`src/rtl/lnrv_exu_lsu_ots_pkg.sv`:
```
// rtl/lnrv_exu_lsu_ots_pkg.sv - LSU size encodings and lane/alignment helpers
package lnrv_exu_lsu_ots_pkg;

    localparam logic [1:0] LSU_SIZE_BYTE = 2'd0;
    localparam logic [1:0] LSU_SIZE_HALF = 2'd1;
    localparam logic [1:0] LSU_SIZE_WORD = 2'd2;

    // Metadata is {load, store, size[1:0], uext, rd_idx, addr[31:0]}
    function automatic int lsu_meta_width(input int rd_w);
        return 2 + 2 + 1 + rd_w + 32;
    endfunction

    // Size 3 never aligns, so it always takes the misaligned path
    function automatic logic lsu_aligned(input logic [1:0] size, input logic [1:0] lo);
        logic ok;
        case (size)
            LSU_SIZE_BYTE: ok = 1'b1;
            LSU_SIZE_HALF: ok = ~lo[0];
            LSU_SIZE_WORD: ok = (lo == 2'b00);
            default:       ok = 1'b0;
        endcase
        return ok;
    endfunction

    function automatic logic [3:0] lsu_wstrb(input logic [1:0] size, input logic [1:0] lo);
        logic [3:0] s;
        case (size)
            LSU_SIZE_BYTE: s = 4'b0001 << lo;
            LSU_SIZE_HALF: s = lo[1] ? 4'b1100 : 4'b0011;
            default:       s = 4'b1111;
        endcase
        return s;
    endfunction

    // Replicating the data makes it land on whichever lane the strobes select
    function automatic logic [31:0] lsu_wdata(input logic [1:0] size, input logic [31:0] rs2);
        logic [31:0] d;
        case (size)
            LSU_SIZE_BYTE: d = {4{rs2[7:0]}};
            LSU_SIZE_HALF: d = {2{rs2[15:0]}};
            default:       d = rs2;
        endcase
        return d;
    endfunction

    function automatic logic [31:0] lsu_ld_extend(input logic [1:0]  size,
                                                  input logic        uext,
                                                  input logic [1:0]  lo,
                                                  input logic [31:0] rdata);
        logic [7:0]  b;
        logic [15:0] h;
        logic [31:0] r;
        case (lo)
            2'd0:    b = rdata[7:0];
            2'd1:    b = rdata[15:8];
            2'd2:    b = rdata[23:16];
            default: b = rdata[31:24];
        endcase
        h = lo[1] ? rdata[31:16] : rdata[15:0];
        case (size)
            LSU_SIZE_BYTE: r = uext ? {24'd0, b} : {{24{b[7]}}, b};
            LSU_SIZE_HALF: r = uext ? {16'd0, h} : {{16{h[15]}}, h};
            default:       r = rdata;
        endcase
        return r;
    endfunction

endpackage

```
`src/rtl/lnrv_lsu_meta_fifo.sv`:
```
// rtl/lnrv_lsu_meta_fifo.sv - synchronous metadata FIFO for outstanding LSU transactions
module lnrv_lsu_meta_fifo #(
    parameter  int DEPTH = 2,
    parameter  int WIDTH = 8,
    localparam int CNT_W = $clog2(DEPTH + 1),
    localparam int PTR_W = (DEPTH > 1) ? $clog2(DEPTH) : 1
) (
    input  logic             clk,
    input  logic             reset,
    input  logic             push,
    input  logic [WIDTH-1:0] push_data,
    input  logic             pop,
    output logic             full,
    output logic             empty,
    output logic [CNT_W-1:0] count,
    output logic [WIDTH-1:0] head
);

    logic [WIDTH-1:0] mem [DEPTH];
    logic [PTR_W-1:0] wr_ptr;
    logic [PTR_W-1:0] rd_ptr;
    logic             do_push;
    logic             do_pop;

    assign full    = (count == CNT_W'(DEPTH));
    assign empty   = (count == '0);
    assign do_push = push & ~full;
    assign do_pop  = pop & ~empty;
    assign head    = mem[rd_ptr];

    // Entry storage; contents need no reset since count gates their use
    always_ff @(posedge clk) begin
        if (do_push) begin
            mem[wr_ptr] <= push_data;
        end
    end

    // Pointers wrap explicitly so non-power-of-two depths work
    always_ff @(posedge clk) begin
        if (reset) begin
            wr_ptr <= '0;
            rd_ptr <= '0;
            count  <= '0;
        end else begin
            if (do_push) begin
                wr_ptr <= (wr_ptr == PTR_W'(DEPTH - 1)) ? '0 : wr_ptr + PTR_W'(1);
            end
            if (do_pop) begin
                rd_ptr <= (rd_ptr == PTR_W'(DEPTH - 1)) ? '0 : rd_ptr + PTR_W'(1);
            end
            case ({do_push, do_pop})
                2'b10:   count <= count + CNT_W'(1);
                2'b01:   count <= count - CNT_W'(1);
                default: count <= count;
            endcase
        end
    end

endmodule

```
`src/rtl/lnrv_exu_lsu_ots.sv`:
```
// rtl/lnrv_exu_lsu_ots.sv - load/store unit with registered command stage and outstanding FIFO
module lnrv_exu_lsu_ots
    import lnrv_exu_lsu_ots_pkg::*;
#(
    parameter  int OTS_DEPTH = 2,
    parameter  int RD_W      = 5,
    localparam int CNT_W     = $clog2(OTS_DEPTH + 1)
) (
    input  logic             clk,
    input  logic             reset,
    input  logic             op_vld,
    output logic             op_rdy,
    input  logic             op_load,
    input  logic             op_store,
    input  logic [1:0]       op_size,
    input  logic             op_uext,
    input  logic [RD_W-1:0]  op_rd_idx,
    input  logic [31:0]      rs1_rdata,
    input  logic [31:0]      rs2_rdata,
    input  logic [31:0]      imm,
    output logic             lsu_cmd_vld,
    input  logic             lsu_cmd_rdy,
    output logic             lsu_cmd_write,
    output logic [31:0]      lsu_cmd_addr,
    output logic [31:0]      lsu_cmd_wdata,
    output logic [3:0]       lsu_cmd_wstrb,
    input  logic             lsu_rsp_vld,
    output logic             lsu_rsp_rdy,
    input  logic [31:0]      lsu_rsp_rdata,
    input  logic             lsu_rsp_err,
    output logic             gpr_wbck_vld,
    input  logic             gpr_wbck_rdy,
    output logic [RD_W-1:0]  gpr_wbck_idx,
    output logic [31:0]      gpr_wbck_wdata,
    output logic             lsu_excp_vld,
    input  logic             lsu_excp_rdy,
    output logic             lsu_ld_addr_misalgn,
    output logic             lsu_st_addr_misalgn,
    output logic             lsu_ld_access_fault,
    output logic             lsu_st_access_fault,
    output logic [31:0]      lsu_bad_addr,
    output logic [CNT_W-1:0] ots_cnt
);

    localparam int META_W    = lsu_meta_width(RD_W);
    localparam int ADDR_LOC  = 0;
    localparam int RD_LOC    = 32;
    localparam int UEXT_LOC  = 32 + RD_W;
    localparam int SIZE_LOC  = 33 + RD_W;
    localparam int STORE_LOC = 35 + RD_W;
    localparam int LOAD_LOC  = 36 + RD_W;

    logic              cmd_vld_q;
    logic              cmd_write_q;
    logic [31:0]       cmd_addr_q;
    logic [31:0]       cmd_wdata_q;
    logic [3:0]        cmd_wstrb_q;

    logic [31:0]       addr;
    logic              aligned;
    logic              drained;
    logic              push;
    logic              pop;
    logic              fifo_full;
    logic              fifo_empty;
    logic [META_W-1:0] push_meta;
    logic [META_W-1:0] head;
    logic              head_load;
    logic              head_store;
    logic [1:0]        head_size;
    logic              head_uext;
    logic [31:0]       head_addr;
    logic              rsp_excp;
    logic              mis_excp;

    assign addr    = rs1_rdata + imm;
    assign aligned = lsu_aligned(op_size, addr[1:0]);
    // A misaligned op only reports once everything older has fully retired
    assign drained = fifo_empty & ~cmd_vld_q;

    assign op_rdy = aligned ? ((~cmd_vld_q | lsu_cmd_rdy) & ~fifo_full)
                            : (drained & lsu_excp_rdy);
    assign push   = op_vld & op_rdy & aligned;

    assign push_meta = {op_load, op_store, op_size, op_uext, op_rd_idx, addr};

    assign head_addr  = head[ADDR_LOC +: 32];
    assign head_uext  = head[UEXT_LOC];
    assign head_size  = head[SIZE_LOC +: 2];
    assign head_store = head[STORE_LOC];
    assign head_load  = head[LOAD_LOC];

    // Command register stage; a reload in the handshake cycle keeps it valid
    always_ff @(posedge clk) begin
        if (reset) begin
            cmd_vld_q   <= 1'b0;
            cmd_write_q <= 1'b0;
            cmd_addr_q  <= '0;
            cmd_wdata_q <= '0;
            cmd_wstrb_q <= '0;
        end else if (push) begin
            cmd_vld_q   <= 1'b1;
            cmd_write_q <= op_store;
            cmd_addr_q  <= addr;
            cmd_wdata_q <= lsu_wdata(op_size, rs2_rdata);
            cmd_wstrb_q <= op_store ? lsu_wstrb(op_size, addr[1:0]) : 4'b0000;
        end else if (lsu_cmd_rdy) begin
            cmd_vld_q   <= 1'b0;
        end
    end

    assign lsu_cmd_vld   = cmd_vld_q;
    assign lsu_cmd_write = cmd_write_q;
    assign lsu_cmd_addr  = cmd_addr_q;
    assign lsu_cmd_wdata = cmd_wdata_q;
    assign lsu_cmd_wstrb = cmd_wstrb_q;

    lnrv_lsu_meta_fifo #(
        .DEPTH (OTS_DEPTH),
        .WIDTH (META_W)
    ) u_meta_fifo (
        .clk       (clk),
        .reset     (reset),
        .push      (push),
        .push_data (push_meta),
        .pop       (pop),
        .full      (fifo_full),
        .empty     (fifo_empty),
        .count     (ots_cnt),
        .head      (head)
    );

    // The response is held until whichever consumer it targets can take it
    assign lsu_rsp_rdy = fifo_empty  ? 1'b0 :
                         lsu_rsp_err ? lsu_excp_rdy :
                         head_load   ? gpr_wbck_rdy : 1'b1;
    assign pop = lsu_rsp_vld & lsu_rsp_rdy;

    assign gpr_wbck_vld   = lsu_rsp_vld & ~lsu_rsp_err & head_load & ~fifo_empty;
    assign gpr_wbck_idx   = head[RD_LOC +: RD_W];
    assign gpr_wbck_wdata = lsu_ld_extend(head_size, head_uext, head_addr[1:0], lsu_rsp_rdata);

    assign rsp_excp = lsu_rsp_vld & lsu_rsp_err & ~fifo_empty;
    assign mis_excp = op_vld & ~aligned & drained;

    assign lsu_excp_vld        = rsp_excp | mis_excp;
    assign lsu_ld_access_fault = rsp_excp & head_load;
    assign lsu_st_access_fault = rsp_excp & head_store;
    assign lsu_ld_addr_misalgn = ~rsp_excp & mis_excp & op_load;
    assign lsu_st_addr_misalgn = ~rsp_excp & mis_excp & op_store;
    assign lsu_bad_addr        = rsp_excp ? head_addr : addr;

endmodule

```
`config.mk`:
```
export PLATFORM = sky130hd
export DESIGN_NAME = lnrv_exu_lsu_ots
export DESIGN_NICKNAME = d
export VERILOG_FILES = /design/src/rtl/lnrv_exu_lsu_ots_pkg.sv /design/src/rtl/lnrv_lsu_meta_fifo.sv /design/src/rtl/lnrv_exu_lsu_ots.sv
export SDC_FILE = /design/constraint.sdc
export NUM_CORES = 1
export LEC_CHECK = 0
export BUFFER_PORTS_ARGS = -buffer_cell sky130_fd_sc_hd__buf_2
export CAP_MARGIN = 20
export CORE_MARGIN = 5
export CORE_UTILIZATION = 45
export DETAILED_ROUTE_END_ITERATION = 7
export PLACE_DENSITY = 0.69
export RECOVER_POWER = 100
export SYNTH_ARGS = -nofsm -noshare
export SYNTH_HDL_FRONTEND = slang
export SYNTH_SLANG_ARGS = --single-unit
```
`constraint.sdc`:
```
create_clock -name clk -period 5.3 [get_ports clk]
set_input_delay 0.53 -clock clk [delete_from_list [all_inputs] [get_ports clk]]
set_output_delay 0.53 -clock clk [all_outputs]
set_load 0.005 [all_outputs]
```
**Word-level counts from Yosys, hierarchy flattened**

Memories as Yosys holds them, arrays and structs flattened. A register that Yosys moved wholly into a read port is not among the register bits.
Index checks and enable logic that the tools add are counted.

- Output and inout port bits: 149
- Register bits: 74
- RAM bits: 84
- Memories kept: 1
- Logic and storage cells: 83
- Input bits: 146

Memories:

| name | words | width | rd ports | clocked after memory_dff | write ports | line | RTL |
|---|---|---|---|---|---|---|---|
| u_meta_fifo.mem | 2 | 42 | 1 | 1 | 1 | lnrv_lsu_meta_fifo.sv:19 | `logic [WIDTH-1:0] mem [DEPTH];` |

- Add/sub/neg operators: 5
- Reductions and logical operators: 7
- Equality and inequality tests: 8
- Muxes and demuxes: 24
- Bitwise gates (word level): 29
- Shifts and indexed selects: 1

Operator list:

| kind | count |
|---|---|
| 32-bit one-hot mux with 2 select lines | 2 |
| 32-bit 2-to-1 mux | 3 |
| 32-bit adder | 1 |
| 8-bit one-hot mux with 3 select lines | 1 |
| 1-bit AND | 20 |
| 16-bit 2-to-1 mux | 1 |
| 1-bit 2-to-1 mux | 12 |
| 2-bit logical NOT | 5 |
| 2-bit by 1-bit equality test with 1-bit output (second input constant) | 4 |
| 2-bit equality test (second input constant) | 4 |
| 4-bit 2-to-1 mux | 2 |
| 4-bit one-hot mux with 2 select lines | 1 |
| 1-bit inverter | 7 |
| 2-bit one-hot mux with 2 select lines | 1 |
| 2-bit nonzero test | 2 |
| 1-bit by 2-bit << shifter with 4-bit output (first input constant) | 1 |
| 1-bit one-hot mux with 3 select lines | 1 |
| 1-bit adder (second input constant) | 2 |
| 2-bit by 1-bit adder with 2-bit output (second input constant) | 1 |
| 1-bit bitwise OR | 2 |
| 2-bit by 1-bit subtractor with 2-bit output (second input constant) | 1 |

**Longest topological paths before layout**

Gate-level depths: netlist of run 1.

- Word-level depth: 9
- Gate-level depth with buffers: 12
- Mapped depth without buffers: 10

**Modules after synthesis**

A second synthesis of run 1 with hierarchy kept.

- Cells, all modules: 1,002
- Area total of the unflattened synthesis: 9,038.7 sq um

Modules (own cells, without submodules):

| module | sequential area each (sq um) | area each (sq um) | times used | cells each |
|---|---|---|---|---|
| lnrv_exu_lsu_ots | 1,401.3 | 5,795.6 | 1 | 845 |
| lnrv_lsu_meta_fifo | 2,622.5 | 3,243.1 | 1 | 157 |

**Worst setup path after synthesis of run 1**

OpenSTA, ideal clock, no wires.

- Kind: input to register
- From: input port rs1_rdata[0]
- To: memory u_meta_fifo.mem[0][0] (netlist bit) (enable)
- Arrival time: 4.214 ns
- Stages: 9
- Library setup time: 0.442 ns
- Required time: 4.858 ns
- Path buffers: 2
- Path slack: 0.644 ns
- Cells stage by stage: ha_1 fa_1 o21a_1 o22ai_1 and4_1 inv_2 clkbuf_1 clkbuf_1 nor2_1

- Cells in the longest elaborated chain, start to end: 9
- Elaborated cells on any way between the ends: 10
- Classes of those cells: 1 x add/sub; 4 x mux; 4 x bitwise; 1 x reduce/logical

Ends and longest elaborated chain:

| item | line | RTL |
|---|---|---|
| start: declaration | lnrv_exu_lsu_ots.sv:18 | `input logic [31:0] rs1_rdata,` |
| 32-bit adder * | lnrv_exu_lsu_ots.sv:76 | `assign addr = rs1_rdata + imm;` |
| named net addr[1] | lnrv_exu_lsu_ots.sv:59 | `logic [31:0] addr;` |
| 2-bit logical NOT * | lnrv_exu_lsu_ots_pkg.sv:19 | `LSU_SIZE_WORD: ok = (lo == 2'b00);` |
| 1-bit one-hot mux with 3 select lines * | lnrv_exu_lsu_ots_pkg.sv:16 | `case (size)` |
| 1-bit 2-to-1 mux | lnrv_exu_lsu_ots.sv:81 | `assign op_rdy = aligned ? ((~cmd_vld_q \| lsu_cmd_rdy) & ~fifo_full)` |
| 1-bit AND | lnrv_exu_lsu_ots.sv:83 | `assign push = op_vld & op_rdy & aligned;` |
| 1-bit AND * | lnrv_exu_lsu_ots.sv:83 |  |
| 1-bit AND * | lnrv_lsu_meta_fifo.sv:27 | `assign do_push = push & ~full;` |
| 1-bit 2-to-1 mux * | lnrv_lsu_meta_fifo.sv:33 | `if (do_push) begin` |
| 1-bit 2-to-1 mux (implied by the code) * | lnrv_lsu_meta_fifo.sv:34 | `mem[wr_ptr] <= push_data;` |
| end: declaration | lnrv_lsu_meta_fifo.sv:19 |  |

Mark *: on every way through the listed nets, which the timed path passes. The rest lies on a longest branch.

**Worst setup path in the final report of run 1**

- From: input port rs1_rdata[1]
- To: output port lsu_bad_addr[29]

- Cells in the longest elaborated chain, start to end: 2

Ends and longest elaborated chain:

| item | line | RTL |
|---|---|---|
| 32-bit adder | lnrv_exu_lsu_ots.sv:76 |  |
| 32-bit 2-to-1 mux | lnrv_exu_lsu_ots.sv:151 | `assign lsu_bad_addr = rsp_excp ? head_addr : addr;` |
| end: declaration | lnrv_exu_lsu_ots.sv:41 | `output logic [31:0] lsu_bad_addr,` |

Every way passes these cells.

==> reports/metrics.yaml, run 1 <==
status:
  status: "finished with violations"
  violations: "capacitance limit, slew limit"
cells_and_area:
  final_cell_mix: "buf_2 (173), nand2_1 (153), clkbuf_1 (123)"
  drive_gt1_share_pct: 18.0
  num-fill-cells: 1836
  synthToLayoutAreaGrowth_pct: 22.7
  layout_commonest_cell: "buf_2"
  num-nets-final: 1408
  layoutNonFillerInstCount: 1508
worst_setup_path:
  crit_path_end_kind: "primary output"
  crit_start: "rs1_rdata[1]"
  worstPathRequired_ps: 4770
  cp-start-kind: "input pin"
  r2r-start: "u_meta_fifo.count[0]"
  crit_type: "input pin to primary output"
  crit_fanout: 4
  arrival_ps: 3710
hold_path:
  hold_path.class: "input pin to flop"
  hold_path.startpoint: "op_rd_idx[0]"
timing:
  fin_crit_ps: 4240
  whs_ps: 326
  worst_slack_ps: 1060
  slew_headroom_pct: -20.0
  rsz0062_at_grt: "false"
  clock_skew_ps: 11.2
  worst_pin_slew_ps: 1800
  period_share_pct: 80.1
  slew_viol_final: 42
  setup_viol: 0
  finalHoldViolCount: 0
  setup-tns-final_ps: 0
  max_freq_ghz: 0.236
place:
  dp_hpwl_mm: 21.5
  io_buffers: 294
  place_ws_ps: 1230
  gp_congestion: 0.883
  placedCellCount: 1475
clock_network:
  clock_latency_ps: 430
  clockRootBuffer: "clkbuf_16"
  path_clk_slew_ps: 60
  cts_tree: "built"
  clk_path_buf_depth: 2
  cts_setup_buffers: 0
  cts_made_buffers: 17
  postCtsHoldBufs: 0
  cts_resized: 0
  cts.htree.levels: 4
  cts_sinks: 159
logic_synthesis:
  synth_edf_count: 84
  synth_mux_area_share_pct: 6.75
  synth-simple-area-share_pct: 15.8
  synth-compound-area-share_pct: 21.1
  ys_warn_count: 0
  ys_ff_latch: 159
  synth_area_leaders: "edfxtp_1 (28%), dfxtp_1 (17%), nand2_1 (6.5%), a21oi_1 (5.8%), mux2i_1 (5.1%)"
  synth_area_um2: 8870
  yosysTopAreaCell: "edfxtp_1"
  synthFlopType: "edfxtp_1"
  ys_seq_area_share_pct: 45.3
  syn_inst: 963
  synth-async-reset-ratio_pct: 0
  synth_xor_area_share_pct: 2.76
  synth_top_family_by_area: "compound AO/OA/AOI/OAI gates"
  synth_fa_ha_area_share_pct: 4.74
  yosysTopAreaCellShare_pct: 28.4
  synth.avg_cell_area_um2: 9.22
  yosysUniqueCellTypes: 66
  syn_nets: 1142
detailed_routing:
  routed_wl_mm: 28.1
  post-route-drc-count: 0
  wl_per_cell_um: 18.6
  postRouteAntennaNets: 0
  dr.pass1.iters: 5
  avgViaCountPerCell: 5.44
  num_vias: 8203
  drtIter0Drc: 551
floorplanning:
  die_y_um: 150
  start_util_pct: 45.6
  fp-row-count: 51
  die_w_um: 150
  dieArea_um2: 22600
  io_pins: 295
  core_area_um2: 19500
grt:
  grt_pass1_vias: 7675
  antenna_found_initial: 2
  overflow: 0
  track_usage_pct: 23.8
  grt_max_degree: 77
  grt_pass1_wl_mm: 41.6
power:
  power_mw: 3.72
  ir_drop_mv: 0.167
  p_leak_nw: 4.47
  powerDensity_nw_per_um2: 341
job:
  drv_cap: 1
[flip-flops by register name (all words and copies together), names as in the netlist, named ones only]
signal,count
u_meta_fifo.wr_ptr,1
u_meta_fifo.rd_ptr,1
lsu_cmd_wdata,32
u_meta_fifo.mem,84
lsu_cmd_addr,32
lsu_cmd_vld,1
u_meta_fifo.count,2
lsu_cmd_write,1
lsu_cmd_wstrb,4
[cells by family (layout without fill, tap and decap cells)]
kind of cell / Yosys count / count (layout)
AOI/OAI and AO/OA: 299 / 299
xor gates and xnor gates: 28 / 28
adders and majority gates: 33 / 33
buffers and inverters: 76 / 355
DFF: 159 / 159
muxes: 57 / 57
other: 0 / 1
and+or+nand+nor: 311 / 311
[routing by layer]
| metal | global-route usage (%) | vias up | wire length [µm] |
|---|---|---|---|
| met1 | 31.2 | 3784 | 11900 |
| met4 | 5.95 | 2 | 483 |
| li1 | - | 4042 | - |
| met5 | 0 | - | 13 |
| met3 | 5.66 | 31 | 2340 |
| met2 | 39.8 | 344 | 13400 |
[synthesized netlist by cell type, drive strengths merged, types with 2 or more instances]
| master | number |
|---|---|
| nand3 | 12 |
| buf | 19 |
| and2 | 7 |
| xor2 | 11 |
| a22oi | 5 |
| nand3b | 9 |
| nand4 | 7 |
| nand2 | 153 |
| a21o | 36 |
| nor3b | 6 |
| o21a | 3 |
| a221o | 7 |
| a211oi | 25 |
| a21boi | 5 |
| a31oi | 4 |
| o22ai | 5 |
| nand2b | 8 |
| nor2 | 68 |
| o211ai | 9 |
| dfxtp | 75 |
| mux2 | 10 |
| or2 | 2 |
| ha | 32 |
| inv | 22 |
| or3 | 3 |
| xnor2 | 17 |
| nor3 | 8 |
| o21ai | 70 |
| a21oi | 107 |
| clkbuf | 35 |
| a311oi | 8 |
| o221ai | 2 |
| and3 | 7 |
| nor2b | 14 |
| mux2i | 46 |
| edfxtp | 84 |
| o21bai | 4 |
[worst paths after layout]
check / to / slack [ps] / cells past startpoint
max reg2reg: u_meta_fifo.count[1] / 2160 / 7
min reg2reg: lsu_cmd_wstrb[0] / 450 / 2
max: lsu_bad_addr[29] / 1060 / 9
min: u_meta_fifo.mem[0][32] / 330 / 1
[critical path, cell delays in order]
cell and delay (ps):
clkbuf_1 110, ha_1 320, a211oi_1 560, o21ai_0 280
a21oi_1 390, o21ai_0 410, o311ai_0 810, a21oi_1 130
clkbuf_1 150
[layout make-up]
cell class / instances / area (µm²) / area share, %
multi-input combinational: 728 / 4530 / 41.6
sequential: 159 / 4020 / 36.9
timing repair buffer: 301 / 1370 / 12.5
clock buffer: 19 / 443 / 4.07
tap: 265 / 332 / 3.04
clock inverter: 13 / 115 / 1.06
inverter: 22 / 82.6 / 0.758
antenna: 1 / 2.50 / 0.0230
[report_power, final]
group | total, mW | switching, mW | internal, mW
Clock | 1.15 | 0.493 | 0.658
Sequential | 1.49 | 0.0531 | 1.44
Combinational | 1.08 | 0.670 | 0.408
Total | 3.72 | 1.22 | 2.50
[metrics by stage]
| step | util, % | area (µm²) |
|---|---|---|
| after floorplan | - | 8870 |
| after global placement | 54.0 | 10500 |
| after detailed placement | 54.0 | 10500 |
| after CTS | 56.9 | 11100 |
| after global routing | 56.0 | 10900 |
| final | 56.0 | 10900 |
No activity file was read; power rests on OpenSTA's default activity.
==> run 2, diff against run 1 <==
==> constraint.sdc (replaced) <==
create_clock -name clk -period 4.4 [get_ports clk]
set_input_delay 0.44 -clock clk [delete_from_list [all_inputs] [get_ports clk]]
set_output_delay 0.44 -clock clk [all_outputs]
set_load 0.005 [all_outputs]
==> reports/metrics.yaml, run 2 (same netlist as run 1, synthesis figures left out) <==
detailed_routing:
  routed_wl_mm: 27.9
  dr.pass1.iters: 6
  drtIter0Drc: 706
  wl_per_cell_um: 18.5
  postRouteAntennaNets: 0
  post-route-drc-count: 0
  num_vias: 8373
  avgViaCountPerCell: 5.55
grt:
  grt_pass1_vias: 7703
  antenna_found_initial: 1
  grt_pass1_wl_mm: 41.5
  grt_max_degree: 84
  overflow: 0
  track_usage_pct: 23.6
timing:
  period_share_pct: 86.7
  clock_skew_ps: 10.6
  slew_viol_final: 42
  finalHoldViolCount: 0
  worst_pin_slew_ps: 1810
  rsz0062_at_grt: "false"
  fin_crit_ps: 3820
  slew_headroom_pct: -20.6
  setup-tns-final_ps: 0
  setup_viol: 0
  max_freq_ghz: 0.262
clock_network:
  clock_latency_ps: 430
  cts_resized: 0
  clk_path_buf_depth: 2
  cts.htree.levels: 4
  postCtsHoldBufs: 0
  cts_tree: "built"
  cts_setup_buffers: 0
  path_clk_slew_ps: 70
  cts_made_buffers: 17
  clockRootBuffer: "clkbuf_16"
  cts_sinks: 159
cells_and_area:
  num-fill-cells: 1837
  stdcell_area_um2: 11000
  num_antenna_cells: 0
  final_cell_mix: "buf_2 (191), nand2_1 (153), a21oi_1 (104)"
  register_area_um2: 4020
  multi_input_area_um2: 4530
  drive_gt1_share_pct: 20.2
  synthToLayoutAreaGrowth_pct: 23.5
  layout_commonest_cell: "buf_2"
  largest_register_ffs: 84
  num-nets-final: 1411
  largest-register: "u_meta_fifo.mem"
place:
  gp_congestion: 0.945
  io_buffers: 294
  dpl_cell_area_um2: 10600
  dp_hpwl_mm: 21.2
status:
  violations: "capacitance limit, slew limit"
  status: "finished with violations"
floorplanning:
  start_util_pct: 45.6
  die_w_um: 150
  dieArea_um2: 22600
  core_area_um2: 19500
  io_pins: 295
  fp-row-count: 51
  die_y_um: 150
worst_setup_path:
  worstPathRequired_ps: 3960
  cp-start-kind: "input pin"
  crit_type: "input pin to primary output"
  crit_path_end_kind: "primary output"
  path_cells: "clkbuf_1, ha_1, a211oi_1, o21ai_0, a21oi_1, o21ai_0, o311ai_0, clkbuf_1, a21oi_1, clkbuf_1"
  max_stage_delay_ps: 510
  critPathSlowestCell: "a211oi_1"
  crit_fanout: 4
  arrival_ps: 3380
  cp_common_cell: "clkbuf_1"
job:
  drv_cap: 1
power:
  powerDensity_nw_per_um2: 416
  p_leak_nw: 4.56
  ir_drop_mv: 0.305
hold_path:
  hold_path.class: "input pin to flop"
[run 2: cell count changes in the layout (fill, tap and decap cells not counted), moves of 3 or more]
cell and delta:
clkbuf_1 -22, clkbuf_2 +6, and2_0 +3, buf_2 +18, clkinv_4 -3, inv_8 +5
[run 2: stage by stage]
step	cells	utilization [%]	total power [mW]	setup WS [ps]	hold slack, ps
2_1_floorplan	963	-	2.60	532	446
4_1_cts	1510	57.3	4.64	798	180
6_report	1510	56.3	4.56	583	197
3_3_place_gp	1478	54.3	3.16	855	439
3_5_place_dp	1478	54.3	3.17	778	441
5_1_grt	1510	56.3	4.79	381	177
[run 2: critical path, delay by kind of cell]
family / cells / cell delay (ps)
buffers and inverters: 3 / 620
AO/OA/AOI/OAI: 6 / 2030
adder cells (fa/ha/maj): 1 / 290
[run 2: report_power, final]
| group | switching (mW) | leakage (nW) | internal (mW) |
|---|---|---|---|
| registers | 0.0642 | 1.38 | 1.73 |
| clock network | 0.663 | 0.283 | 0.809 |
| logic | 0.799 | 2.89 | 0.500 |
| total | 1.53 | 4.56 | 3.04 |
[run 2: final cells by class]
| cell class | count | area share [%] |
|---|---|---|
| clock buffers | 17 | 3.88 |
| clock inverters | 15 | 1.54 |
| inverters | 22 | 0.753 |
| multi-input cells | 728 | 41.3 |
| flip-flops and latches | 159 | 36.7 |
| well taps | 265 | 3.02 |
| repair buffers | 304 | 12.8 |
[run 2: metal layers]
metal,vias up,GRT usage [%],wire [µm]
met4,0,7.82,667
li1,4036,-,-
met5,-,0,0
met2,396,37.7,13100
met3,45,5.21,2420
met1,3896,32.0,11800
[run 2: path summary, 6_finish.rpt]
kind / start / end / slack, ps / depth (start not counted)
worst min-delay path: op_rd_idx[4] / u_meta_fifo.mem[1][36] / 200 / 1
worst max-delay path: rs1_rdata[1] / lsu_bad_addr[29] / 580 / 10
worst max register to register: flop / u_meta_fifo.count[1] / 1160 / 8
worst min register to register: lsu_cmd_wdata[26] / lsu_cmd_wdata[26] / 450 / 2
